==> src/rtl/control_sequencer.sv <==
// ============================================================================
//  Module   : control_sequencer
//  Purpose  : Hardwired Moore control unit: fetch, decode, execute sequencing
//             for the datapath (one T-state per clock).
//  Revision : 1.0 - initial release
// ============================================================================
`default_nettype none

module control_sequencer #(
  parameter logic [4:0] OP_LD   = 5'b00000,
  parameter logic [4:0] OP_LDI  = 5'b00001,
  parameter logic [4:0] OP_ST   = 5'b00010,
  parameter logic [4:0] OP_ADD  = 5'b00011,
  parameter logic [4:0] OP_SUB  = 5'b00100,
  parameter logic [4:0] OP_AND  = 5'b00101,
  parameter logic [4:0] OP_OR   = 5'b00110,
  parameter logic [4:0] OP_HALT = 5'b11011,
  parameter logic [5:0] ALU_ADD = 6'd13,
  parameter logic [5:0] ALU_SUB = 6'd14,
  parameter logic [5:0] ALU_AND = 6'd1,
  parameter logic [5:0] ALU_OR  = 6'd2
) (
  input  logic        clock,
  input  logic        clr,
  input  logic        stop,
  input  logic [31:0] ir,
  output logic [31:0] enc_input,
  output logic [31:0] reg_enable,
  output logic        incPC,
  output logic        read,
  output logic        write,
  output logic        Gra,
  output logic        Grb,
  output logic        Grc,
  output logic        Rin,
  output logic        Rout,
  output logic        BAout,
  output logic [5:0]  ALU_Sel,
  output logic        run
);

  localparam int ZLOW = 19;
  localparam int PC   = 20;
  localparam int IR   = 21;
  localparam int MDR  = 22;
  localparam int MAR  = 23;
  localparam int Y    = 24;
  localparam int C    = 25;

  typedef enum logic [3:0] {
    S_RST    = 4'd0,
    S_T0     = 4'd1,
    S_T1     = 4'd2,
    S_T2     = 4'd3,
    S_T3     = 4'd4,
    S_T4     = 4'd5,
    S_T5     = 4'd6,
    S_T6     = 4'd7,
    S_T7     = 4'd8,
    S_HALTED = 4'd9
  } state_t;

  state_t     state, state_next;
  logic [4:0] opcode;
  logic       stop_pending;
  logic [4:0] ir_op;
  logic       op_is_alu;
  logic       op_is_two_step;
  logic       ir_op_known;
  state_t     boundary;
  logic [5:0] alu_code;
  logic       unused_ir_bits;

  assign ir_op          = ir[31:27];
  assign unused_ir_bits = ^ir[26:0];

  assign op_is_alu      = (opcode == OP_ADD) || (opcode == OP_SUB) ||
                          (opcode == OP_AND) || (opcode == OP_OR);
  assign op_is_two_step = (opcode == OP_LD) || (opcode == OP_ST);
  assign ir_op_known    = (ir_op == OP_LD)  || (ir_op == OP_LDI) ||
                          (ir_op == OP_ST)  || (ir_op == OP_ADD) ||
                          (ir_op == OP_SUB) || (ir_op == OP_AND) ||
                          (ir_op == OP_OR);

  // A stop request is remembered so a short pulse mid-instruction still halts
  // at the next instruction boundary.
  assign boundary = (stop || stop_pending) ? S_HALTED : S_T0;

  always_comb begin
    alu_code = ALU_ADD;
    case (opcode)
      OP_SUB:  alu_code = ALU_SUB;
      OP_AND:  alu_code = ALU_AND;
      OP_OR:   alu_code = ALU_OR;
      default: alu_code = ALU_ADD;
    endcase
  end

  always_ff @(posedge clock) begin
    if (clr) begin
      state        <= S_RST;
      stop_pending <= 1'b0;
      opcode       <= OP_LD;
    end else begin
      state <= state_next;
      if (stop) stop_pending <= 1'b1;
      if (state == S_T2) opcode <= ir_op;
    end
  end

  always_comb begin
    state_next = state;
    enc_input  = '0;
    reg_enable = '0;
    incPC      = 1'b0;
    read       = 1'b0;
    write      = 1'b0;
    Gra        = 1'b0;
    Grb        = 1'b0;
    Grc        = 1'b0;
    Rin        = 1'b0;
    Rout       = 1'b0;
    BAout      = 1'b0;
    ALU_Sel    = '0;
    run        = (state != S_RST) && (state != S_HALTED);

    case (state)
      S_RST: state_next = S_T0;
      S_T0: begin
        enc_input[PC]   = 1'b1;
        reg_enable[MAR] = 1'b1;
        incPC           = 1'b1;
        state_next      = S_T1;
      end
      S_T1: begin
        read            = 1'b1;
        reg_enable[MDR] = 1'b1;
        state_next      = S_T2;
      end
      S_T2: begin
        enc_input[MDR] = 1'b1;
        reg_enable[IR] = 1'b1;
        if (ir_op == OP_HALT)  state_next = S_HALTED;
        else if (ir_op_known)  state_next = S_T3;
        else                   state_next = boundary;
      end
      S_T3: begin
        Grb           = 1'b1;
        reg_enable[Y] = 1'b1;
        if (op_is_alu) Rout  = 1'b1;
        else           BAout = 1'b1;
        state_next = S_T4;
      end
      S_T4: begin
        reg_enable[ZLOW] = 1'b1;
        if (op_is_alu) begin
          Grc     = 1'b1;
          Rout    = 1'b1;
          ALU_Sel = alu_code;
        end else begin
          enc_input[C] = 1'b1;
          ALU_Sel      = ALU_ADD;
        end
        state_next = S_T5;
      end
      S_T5: begin
        enc_input[ZLOW] = 1'b1;
        if (op_is_two_step) begin
          reg_enable[MAR] = 1'b1;
          state_next      = S_T6;
        end else begin
          Gra        = 1'b1;
          Rin        = 1'b1;
          state_next = boundary;
        end
      end
      S_T6: begin
        reg_enable[MDR] = 1'b1;
        if (opcode == OP_LD) begin
          read = 1'b1;
        end else begin
          Gra  = 1'b1;
          Rout = 1'b1;
        end
        state_next = S_T7;
      end
      S_T7: begin
        if (opcode == OP_LD) begin
          enc_input[MDR] = 1'b1;
          Gra            = 1'b1;
          Rin            = 1'b1;
        end else begin
          write = 1'b1;
        end
        state_next = boundary;
      end
      S_HALTED: state_next = S_HALTED;
      default:  state_next = S_RST;
    endcase
  end

endmodule

`default_nettype wire

==> config.mk <==
export PLATFORM = sky130hd
export DESIGN_NAME = control_sequencer
export DESIGN_NICKNAME = d
export VERILOG_FILES = /design/src/rtl/control_sequencer.sv
export SDC_FILE = /design/constraint.sdc
export NUM_CORES = 1
export LEC_CHECK = 0
export ABC_AREA = 1
export BUFFER_PORTS_ARGS = -buffer_cell sky130_fd_sc_hd__buf_4
export CAP_MARGIN = 10
export CORE_MARGIN = 8
export CORE_UTILIZATION = 39
export CTS_CLUSTER_DIAMETER = 150
export DETAILED_ROUTE_END_ITERATION = 6
export PLACE_DENSITY = 0.87
export SYNTH_ARGS = -nofsm -noshare
export SYNTH_HDL_FRONTEND = slang
export SYNTH_SLANG_ARGS = --single-unit
export TNS_END_PERCENT = 5
==> constraint.sdc <==
create_clock -name clock -period 1.73 [get_ports clock]
set_input_delay 0.346 -clock clock [delete_from_list [all_inputs] [get_ports clock]]
set_output_delay 0.346 -clock clock [all_outputs]
set_load 0.01 [all_outputs]
## Word-level counts from Yosys, hierarchy flattened

Cells that the tools add are included.

| storage, ports and cells | value |
|---|---|
| bits in latches | 0 |
| bits in writable memories | 0 |
| output and inout bits | 80 |
| flip-flop bits (word level) | 10 |
| bits in read-only memories | 0 |
| logic and storage cells | 73 |
| memories kept | 0 |

| cells by class | value |
|---|---|
| $add $sub $neg | 0 |
| $lt $le $gt $ge | 0 |
| bitwise logic cells | 0 |
| reductions and logical operators | 18 |
| divide/modulo/power cells | 0 |
| shift-type cells | 0 |
| muxes and demuxes | 30 |
| equality and inequality tests | 22 |
| multipliers | 0 |

Operator list:

| operator | number |
|---|---|
| case mux 4 bit (10 select lines) | 1 |
| == test 5 x 3 -> 1 bit, second input constant | 6 |
| == test 5 x 2 -> 1 bit, second input constant | 4 |
| == test 4 x 3 -> 1 bit, second input constant | 4 |
| two-way mux 1 bit | 16 |
| two-way mux 4 bit | 4 |
| two-way mux 6 bit | 2 |
| case mux 4 bit (3 select lines) | 1 |
| logical OR 1 bit | 11 |
| zero test 5 bit | 2 |
| case mux 1 bit (2 select lines) | 5 |
| == test 4 x 2 -> 1 bit, second input constant | 2 |
| == test 4 bit, second input constant | 2 |
| == test 5 x 1 -> 1 bit, second input constant | 1 |
| == test 5 bit, second input constant | 1 |
| == test 4 x 1 -> 1 bit, second input constant | 1 |
| zero test 4 bit | 1 |
| inequality test 4 bit, second input constant | 1 |
| nonzero test 4 bit | 1 |
| OR reduction 2 bit | 2 |
| case mux 1 bit (3 select lines) | 1 |
| logical AND 1 bit | 1 |

## Logic depth before layout (Yosys ltp)

Gate-level depths: netlist (run 1).

| depth | value |
|---|---|
| word-level depth | 10 |
| gate-level depth with buffers | 8 |
| mapped depth without buffers | 7 |

## Worst setup path after synthesis (run 1)

Ideal clock, no wire load.

| timing | value |
|---|---|
| path type | flip-flop to output port |
| start point | reg state[0] |
| end point | out ALU_Sel[3] |
| setup slack | 160 ps |
| required time | 1384 ps |
| buffers on the path | 2 |
| stages on the path, launching flop included | 7 |
| data arrival time | 1224 ps |
| cell sequence | dfxtp_1 > buf_6 > nand2_1 > nor2_1 > inv_2 > nor2_1 > buf_4 |

| between the ends | value |
|---|---|
| longest elaborated chain between the ends | 2 |

RTL lines:

| item | RTL line | text |
|---|---|---|
| from (decl) | 63 | `state_t state, state_next;` |
| from (signal assigned) | 105 | `state <= state_next;` |
| == test 4 x 3 -> 1 bit | 127 | `case (state)` |
| two-way mux 6 bit | 127 |  |
| to (decl) | 38 | `output logic [5:0] ALU_Sel,` |

Every way passes these cells.

## Worst setup path after layout (run 1)

| timing | value |
|---|---|
| start point | reg state[1] |
| end point | out ALU_Sel[0] |

The elaborated chain is that of the path after synthesis.

==> results.ini, run 1 <==
[timing]
post-route-period-util_pct=101
drv_slew=0
finClkSkew_ns=0.00195
fmax_mhz=570
hold_violations=0
setup_slack_ns=-0.0245
rsz0062_at_grt=yes
fin_setup_tns_ns=-0.0460
finalSetupViolCount=3
period_needed_ns=1.75
holdWs_ns=0.277

[pwr]
cellPowerDensity_nw_per_um2=575
p_total_uw=729
p_leak_nw=0.751
peakVddDrop_mv=0.631

[clocking]
cts_max_path_buffers=2
clkLatencyLatePin_ns=0.26
hold_buffers=0
clk_pin_slew_ns=0.07
cts-root-buf=clkbuf_4
cts_sinks=10
htree_levels=1
cts_tree=built
cts_buffers=3

[run_status]
violations=negative setup slack
status=finished with violations

[routing]
ant_nets=0
drc=0
viasPerCell=4.05
dr.pass1.iters=5
vias=983
wirelength_mm=2.64
drt_iter0_drc=41
wl_per_cell_um=10.9

[worst_setup_path]
cp.arrival_ns=1.41
end_kind=output port
crit_required_ns=1.38
crit_path_max_fanout=5
start_kind=flop
worstSetupPathType=reg -> out
worst-r2r-setup-slack_ns=0.53

[die]
rows=19
start_util_pct=41.4
core_um2=2780
die_x_um=70.3
dieArea_um2=4950
ios=115
die_y_um=70.3

[synth]
ys_ff_latch=10
async_flop_share_pct=0
synth_top_cell_by_area=buf_4
synth_flop_cell=dfxtp_1
synth_top_area_share_pct=39.1
synth.distinct_cells=21
syn_area_um2=1150
syn_avg_cell_area_um2=6.43
yosysMostFrequentCell=buf_4
synth_edf_count=0
syn-instance-count=179
yosysSeqAreaShare_pct=17.4
yosysWarnings=0
ys_top_cells_by_count=60 x buf_4, 22 x nand2_1, 22 x nor2_1
synthTopCellsByArea=buf_4 39%, dfxtp_1 17%, nand2_1 7.2%, nor2_1 7.2%, inv_1 6.8%

[finish]
final_area_um2=1270
stdcell_count=243
nets=248
antennaDiodeCount=0
fill_cells=297
drive_above_1_share_pct=26.4
area_delta_synth_final_pct=10.2

[global_routing]
grt_pass1_wl_mm=4.22
antenna_found_initial=0
grt_usage_pct=9.72
grt_overflow=0
grt_pass1_vias=981
grt_max_degree=10

[placement]
place_area_um2=1170
dp_hpwl_mm=2.22
io_buffers=30
place_inst=236
globalplace.congestion=0.877

[flow_run]
maxCapViolCount=0

[hold_path]
hold_path.class=in -> reg

-- sequential cells by signal, summed over array words and instances (netlist names) --
register,count
opcode,5
state,4
stop_pending,1
-- cell usage in the layout (no fill, tap or decap) --
cell type and n:
o21ai_1 3, nor3_2 2, a31oi_1 1, dfxtp_1 8
dfxtp_2 1, nand2_2 4, nor2_4 3, dfxtp_4 1
conb_1 57, nand3_1 12, a21oi_1 6, inv_1 20
o21ai_2 1, a32oi_1 1, nor2_8 1, inv_2 3
nor3_1 2, clkbuf_8 1, inv_4 1, nor2_1 20
nand4_1 2, o21ai_0 4, nor2_2 1, nand2_1 20
clkbuf_4 3, buf_4 34
-- area by class of cell --
class,instances,area (um^2),area share (%)
multi-input combinational,140,641,50.5
timing repair buffer,34,255,20.1
sequential,10,205,16.2
inverter,24,92.6,7.30
tap,31,38.8,3.06
clock buffer,4,36.3,2.86
-- report_power, final --
| part | internal (mW) | switching [mW] | leakage [nW] |
|---|---|---|---|
| clock network | 0.128 | 0.0816 | 0.0210 |
| logic | 0.0845 | 0.169 | 0.647 |
| registers | 0.246 | 0.0205 | 0.0827 |
-- logic make-up after synthesis --
group	count (synthesis)	share of synthesized area, %
buf+inv	85	48.2
simple gates	67	26.7
compound gates	16	7.39
flops	10	17.4
other cells	1	0.326
-- per-stage QoR --
| stage | setup WS (ns) | util, % |
|---|---|---|
| 6_report | -0.0245 | 45.6 |
| 2_1_floorplan | 0.160 | - |
| 3_5_place_dp | 0.206 | 42.1 |
| 4_1_cts | -0.0269 | 43.6 |
| 3_3_place_gp | 0.218 | 42.1 |
| 5_1_grt | -0.127 | 45.6 |
-- critical path, stage by stage, from the launching register on --
cell and delay [ns]:
dfxtp_1 0.37, inv_1 0.12, nand2_1 0.07, nor2_1 0.17
inv_2 0.09, a31oi_1 0.17, buf_4 0.15
-- worst paths after layout --
path              cells past startpoint                   endpoint                 startpoint
setup reg to reg                      8        state[1]$_SDFF_PP0_        state[1]$_SDFF_PP0_
hold / removal                        2        state[0]$_SDFF_PP0_                        clr
hold reg to reg                       2  stop_pending$_SDFFE_PP0P_  stop_pending$_SDFFE_PP0P_
setup / recovery                      6                 ALU_Sel[0]        state[1]$_SDFF_PP0_
-- metal layers --
| metal | wire length [um] | global-route usage, % |
|---|---|---|
| met5 | 0 | 0 |
| met2 | 1350 | 16.4 |
| met4 | 16 | 2.23 |
| met1 | 989 | 10.1 |
| met3 | 282 | 5.65 |
-- repair_timing --
item                                    in CTS  in global routing
cloned                                       0                  0
setup buffers                                0                  3
resized for setup                            2                 12
pin swaps                                    0                  4
endpoints found under the setup margin       9                 17
No activity file was read; power rests on OpenSTA's default activity.
==> inputs of run 2 (changes only) <==
Settings changed: CORE_ASPECT_RATIO set to 0.8, CTS_CLUSTER_DIAMETER 150 to 40.
==> run 2 against run 1 <==
The run now ends clean; largest power group is now the clock network; routed wire length is 3.5% higher; clock skew grew 0.0025 ns; sequential cell count stayed put; worst hold slack better by 0.034 ns; combinational power barely moved; final cell count is 1.6% higher.
==> results.ini, run 2 (same netlist as run 1, synthesis figures left out) <==
[run_status]
status=complete, no violations  ; was finished with violations

[clocking]
clk_pin_slew_ns=0.05  ; was 0.07 ns
hold_buffers=0  ; unchanged
cts_buffers=3  ; unchanged
cts_max_path_buffers=2  ; unchanged
cts_tree=built  ; unchanged
cts-root-buf=clkbuf_8  ; was clkbuf_4
htree_levels=1  ; unchanged
clkLatencyLatePin_ns=0.24  ; was 0.26 ns
cts_sinks=10  ; unchanged

[worst_setup_path]
r2r_cells=6  ; was 8
path_cells=inv_1 -> nor2_2 -> nand2_2 -> o21ai_2 -> inv_1 -> o21ai_1 -> buf_4  ; was inv_1 -> nand2_1 -> nor2_1 -> inv_2 -> a31oi_1 -> buf_4
max_stage_delay_ns=0.35  ; was 0.37 ns
critPathSlowestCell=dfxtp_2  ; was dfxtp_1
r2r_end=opcode[0]$_SDFFE_PP0P_  ; was state[1]$_SDFF_PP0_
rr_startpoint=state[2]$_SDFF_PP0_  ; was state[1]$_SDFF_PP0_
end_kind=output port  ; unchanged
worstSetupPathType=reg -> out  ; unchanged
crit_required_ns=1.38  ; about the same
worst_path_most_repeated_cell=inv_1
start_kind=flop  ; unchanged
crit_path_max_fanout=3  ; was 5
cp.arrival_ns=1.32  ; was 1.41 ns
worst-r2r-setup-slack_ns=0.59  ; was 0.53 ns

[timing]
drv_slew=0  ; unchanged
finalSetupViolCount=0  ; was 3
post-route-period-util_pct=96.2  ; was 101%
rsz0062_at_grt=yes  ; unchanged
finClkSkew_ns=0.00443  ; was 0.00195 ns
holdWs_ns=0.311  ; was 0.277 ns
hold_violations=0  ; unchanged
period_needed_ns=1.66  ; was 1.75 ns
fmax_mhz=601  ; was 570 MHz

[routing]
vias=987  ; was 983
wl_per_cell_um=11.1  ; was 10.9 um
wirelength_mm=2.73  ; was 2.64 mm
drt_iter0_drc=60  ; was 41
highest_layer=met3  ; was met4
viasPerCell=4.00  ; was 4.05
drt-met1-wl_mm=1.13  ; was 989 um
met2_length_mm=1.39  ; was 1.35 mm
ant_nets=0  ; unchanged
drc=0  ; unchanged
route.met3.wl_um=208  ; was 282 um
dr.pass1.iters=4  ; was 5

[finish]
nets=245  ; was 248
drive_above_1_share_pct=28.7  ; was 26.4%
reg.largest.list=opcode (5), state (4), stop_pending (1)  ; unchanged
layout_common_cells=57 x conb_1, 31 x buf_4, 19 x inv_1, 19 x nand2_1, 16 x nor2_1  ; was 57 x conb_1, 34 x buf_4, 20 x nor2_1, 20 x inv_1, 20 x nand2_1
antennaDiodeCount=0  ; unchanged
area_delta_synth_final_pct=11.4  ; was 10.2%
mostFrequentLayoutCell=conb_1  ; unchanged
largest_reg_flops=5  ; unchanged
largest-register=opcode  ; unchanged
fill_cells=315  ; was 297

[die]
rows=17  ; was 19
dieArea_um2=4960  ; was 4950 um^2
core_um2=2790  ; was 2780 um^2
ios=115  ; unchanged
die_x_um=76.7  ; was 70.3 um
start_util_pct=41.3  ; was 41.4%
die_y_um=64.6  ; was 70.3 um

[placement]
io_buffers=30  ; unchanged
globalplace.congestion=0.801  ; was 0.877
dp_hpwl_mm=2.35  ; was 2.22 mm

[global_routing]
grt_pass1_wl_mm=4.27  ; was 4.22 mm
antenna_found_initial=0  ; unchanged
grt_pass1_vias=921  ; was 981
grt_usage_pct=9.99  ; was 9.72%
grt_max_degree=10  ; unchanged
grt_overflow=0  ; unchanged

[flow_run]
maxCapViolCount=0  ; unchanged

[hold_path]
hold_path.class=in -> reg  ; unchanged
min_path_cells=2  ; unchanged
hp-start=clr  ; unchanged
hold-path-endpoint=state[0]$_SDFF_PP0_  ; unchanged

[pwr]
peakVddDrop_mv=0.695  ; was 0.631 mV
p_total_uw=815  ; was 729 uW
cellPowerDensity_nw_per_um2=636  ; was 575 nW/um^2
p_leak_nw=0.743  ; was 0.751 nW

[run 2: changes by cell type in the layout (fill, tap and decap cells not counted), moves of 3 or more]
cell	change
nor2_2	+5
nor2_1	-4
buf_4	-3
clkbuf_4	-3
clkbuf_8	+3
[run 2: how the worst max path moves through the flow]
stage | from | cells after the start | endpoint
after detailed placement | state[0]$_SDFF_PP0_ | 5 | ALU_Sel[1]
after floorplan | state[0]$_SDFF_PP0_ | 6 | ALU_Sel[3]
final | opcode[2]$_SDFFE_PP0P_ | 7 | Rout
after global placement | state[0]$_SDFF_PP0_ | 5 | ALU_Sel[0]
after CTS | state[1]$_SDFF_PP0_ | 6 | ALU_Sel[1]
after global routing | opcode[3]$_SDFFE_PP0P_ | 5 | Gra
[run 2: power breakdown]
group | internal, mW | total, mW | switching [mW]
clock network | 0.200 | 0.295 | 0.0948
logic | 0.0806 | 0.250 | 0.169
registers | 0.248 | 0.270 | 0.0222
total | 0.529 | 0.815 | 0.286
[run 2: stage by stage]
stage	std cells	setup TNS [ns]	cell area, um^2	setup slack (ns)	utilization [%]
3_5_place_dp	242	0	1170	0.132	42.1
6_report	247	0	1280	0.0657	46.0
2_1_floorplan	235	0	1360	0.160	-
3_3_place_gp	242	0	1170	0.166	42.1
4_1_cts	246	0	1230	0.000538	44.2
5_1_grt	247	-0.0523	1280	-0.0300	46.0
[run 2: timing repair]
item / 4_1_cts / 5_1_grt
resized for setup: 2 / 17
pin swaps: 0 / 1
setup buffers: 0 / 1
setup endpoints to repair: 11 / 16
[run 2: metal layers]
layer	up-vias	global-route usage (%)
li1	496	-
met1	447	11.4
met2	44	17.2
met3	0	4.41
met4	0	1.44
met5	-	0
[run 2: cell type report]
class,count,area [um^2],share of cell area [%]
Sequential cell,10,206,16.1
Inverter,24,92.6,7.22
Tap cell,38,47.5,3.71
Multi-Input combinational cell,140,648,50.5
Clock buffer,4,55.1,4.29
Timing Repair Buffer,31,233,18.1
[run 2: worst max-delay path, delay by kind of cell, from the launching register on]
kind | cells | cell delay, ns
DFF | 1 | 0.35
AOI/OAI and AO/OA | 2 | 0.29
buffers and inverters | 3 | 0.25
and+or+nand+nor | 2 | 0.19
==> inputs of run 3 (changes only) <==
Settings changed: PLACE_DENSITY 0.87 to 0.88.
==> run 3 against run 2 <==
Clock power is 23% lower; first-iteration DRC count is 32% higher; worst setup slack about the same; die area unchanged; via count shrank 1.2%; total power shrank 8.1%; routed wire length down 3.0%; final cell count did not move; critical path depth did not move; clock skew fell by 0.0018 ns.
==> results.ini, run 3 (same netlist as run 1, synthesis figures left out) <==
[run_status]
status=complete, no violations  ; unchanged

[clocking]
cts_max_path_buffers=2  ; unchanged
cts-root-buf=clkbuf_8  ; unchanged
cts_buffers=3  ; unchanged
cts_sinks=10  ; unchanged
clk_pin_slew_ns=0.04  ; was 0.05 ns
hold_buffers=0  ; unchanged
htree_levels=1  ; unchanged
cts_tree=built  ; unchanged
clkLatencyLatePin_ns=0.23  ; was 0.24 ns

[worst_setup_path]
start_kind=flop  ; unchanged
worstSetupPathType=reg -> out  ; unchanged
crit_path_max_fanout=3  ; unchanged
critPathSlowestCell=dfxtp_4  ; was dfxtp_2
path_cells=inv_4 -> nor2_4 -> nand2_2 -> o21ai_2 -> inv_1 -> o21ai_1 -> buf_4  ; was inv_1 -> nor2_2 -> nand2_2 -> o21ai_2 -> inv_1 -> o21ai_1 -> buf_4
max_stage_delay_ns=0.37  ; was 0.35 ns
cp.arrival_ns=1.32  ; about the same
r2r_cells=6  ; unchanged
crit_required_ns=1.38  ; about the same
end_kind=output port  ; unchanged

[pwr]
net-switching-power_uw=268  ; was 286 uW
p_leak_nw=0.745  ; was 0.743 nW
pwr-share-seq_pct=36.2  ; was 33.1%
cellPowerDensity_nw_per_um2=585  ; was 636 nW/um^2
p_comb_share_pct=33.4  ; was 30.6%
p_int_uw=481  ; was 529 uW
power.share.clock_pct=30.5  ; was 36.2%
peakVddDrop_mv=0.259  ; was 0.695 mV
swShare_pct=35.8  ; was 35.1%

[global_routing]
grt_pass1_wl_mm=4.10  ; was 4.27 mm
grt_usage_pct=9.70  ; was 9.99%
grt_max_degree=10  ; unchanged
grt_overflow=0  ; unchanged
antenna_found_initial=0  ; unchanged
grt_pass1_vias=881  ; was 921

[finish]
largest-register=opcode  ; unchanged
multiInputGateArea_um2=646  ; was 648 um^2
area_delta_synth_final_pct=11.2  ; was 11.4%
nets=246  ; was 245
fill_cells=300  ; was 315
layout_common_cells=57 x conb_1, 32 x buf_4, 20 x nand2_1, 18 x nor2_1, 18 x inv_1  ; was 57 x conb_1, 31 x buf_4, 19 x inv_1, 19 x nand2_1, 16 x nor2_1
reg.largest.list=opcode (5), state (4), stop_pending (1)  ; unchanged
largest_reg_flops=5  ; unchanged
stdcell_count=247  ; unchanged
drive_above_1_share_pct=28.2  ; was 28.7%
antennaDiodeCount=0  ; unchanged
mostFrequentLayoutCell=conb_1  ; unchanged
seq_area_um2=210  ; was 206 um^2
final_area_um2=1280  ; about the same
final_util_pct=45.9  ; was 46.0%

[hold_path]
min_path_cells=2  ; unchanged
hold_path.class=in -> reg  ; unchanged

[die]
core_um2=2790  ; unchanged
die_x_um=76.7  ; unchanged
dieArea_um2=4960  ; unchanged
rows=17  ; unchanged
ios=115  ; unchanged
start_util_pct=41.3  ; unchanged
die_y_um=64.6  ; unchanged

[placement]
globalplace.congestion=0.802  ; was 0.801
place_inst=242  ; unchanged
dp_hpwl_mm=2.34  ; was 2.35 mm
io_buffers=30  ; unchanged
place_area_um2=1170  ; unchanged

[routing]
vias=975  ; was 987
wirelength_mm=2.65  ; was 2.73 mm
wl_per_cell_um=10.7  ; was 11.1 um
highest_layer=met4  ; was met3
viasPerCell=3.95  ; was 4.00
met2_length_mm=1.30  ; was 1.39 mm
drc=0  ; unchanged
ant_nets=0  ; unchanged
drt-met1-wl_mm=1.07  ; was 1.13 mm
drt_iter0_drc=79  ; was 60
route.met3.wl_um=253  ; was 208 um
dr.pass1.iters=4  ; unchanged

[timing]
fmax_mhz=601  ; about the same
finalSetupViolCount=0  ; unchanged
drv_slew=0  ; unchanged
finClkSkew_ns=0.00265  ; was 0.00443 ns
period_needed_ns=1.66  ; about the same
post-route-period-util_pct=96.2  ; about the same
hold_violations=0  ; unchanged
rsz0062_at_grt=yes  ; unchanged

[flow_run]
maxCapViolCount=0  ; unchanged

## run 3: cell count changes in the layout (fill, tap and decap cells not counted), sizes merged
cell    before  now
clkbuf       4    3
buf         31   32
## run 3: final timing paths
| path | start | endpoint | slack, ns |
|---|---|---|---|
| max | opcode[2]$_SDFFE_PP0P_ | Rout | 0.07 |
| min | clr | state[0]$_SDFF_PP0_ | 0.31 |
| max reg2reg | state[2]$_SDFF_PP0_ | opcode[0]$_SDFFE_PP0P_ | 0.56 |
| min reg2reg | stop_pending$_SDFFE_PP0P_ | stop_pending$_SDFFE_PP0P_ | 0.44 |
## run 3: metal layers
metal  GRT usage, %  vias up
met1           11.1      417
met3           3.86        5
met2           16.1       51
li1               -      502
met4           3.59        0
met5              0        -
## run 3: area by class of cell
class,count,share of cell area (%)
clock buffer,3,3.23
tap,38,3.71
sequential,10,16.4
inverter,24,7.43
multi-input combinational,140,50.4
timing repair buffer,32,18.8
## run 3: critical path: cells and delay by family, from the launching register on
family | cells | cell delay (ns)
buf+inv | 3 | 0.24
compound gates | 2 | 0.30
simple gates | 2 | 0.17
flops | 1 | 0.37
## run 3: stage by stage
stage	TNS, ns	hold slack [ns]	setup WS [ns]	total power [mW]
3_3_place_gp	0	0.436	0.180	0.498
3_5_place_dp	0	0.442	0.146	0.502
6_report	0	0.312	0.0658	0.749
4_1_cts	0	0.308	0.00200	0.735
2_1_floorplan	0	0.415	0.160	0.530
5_1_grt	-0.0306	0.318	-0.0213	0.802
## run 3: power by group through the flow
stage / sequential, mW / combinational [mW] / clock (mW)
after floorplan: 0.260 / 0.270 / 0
after global placement: 0.268 / 0.230 / 0
after detailed placement: 0.268 / 0.234 / 0
after CTS: 0.265 / 0.235 / 0.235
after global routing: 0.273 / 0.280 / 0.249
final: 0.271 / 0.250 / 0.228
## run 3: repair_timing
item | in CTS | in global routing
resized for setup | 2 | 19
setup endpoints to repair | 9 | 13
cloned | 0 | 0
pin swaps | 0 | 4
buffers inserted | 0 | 2
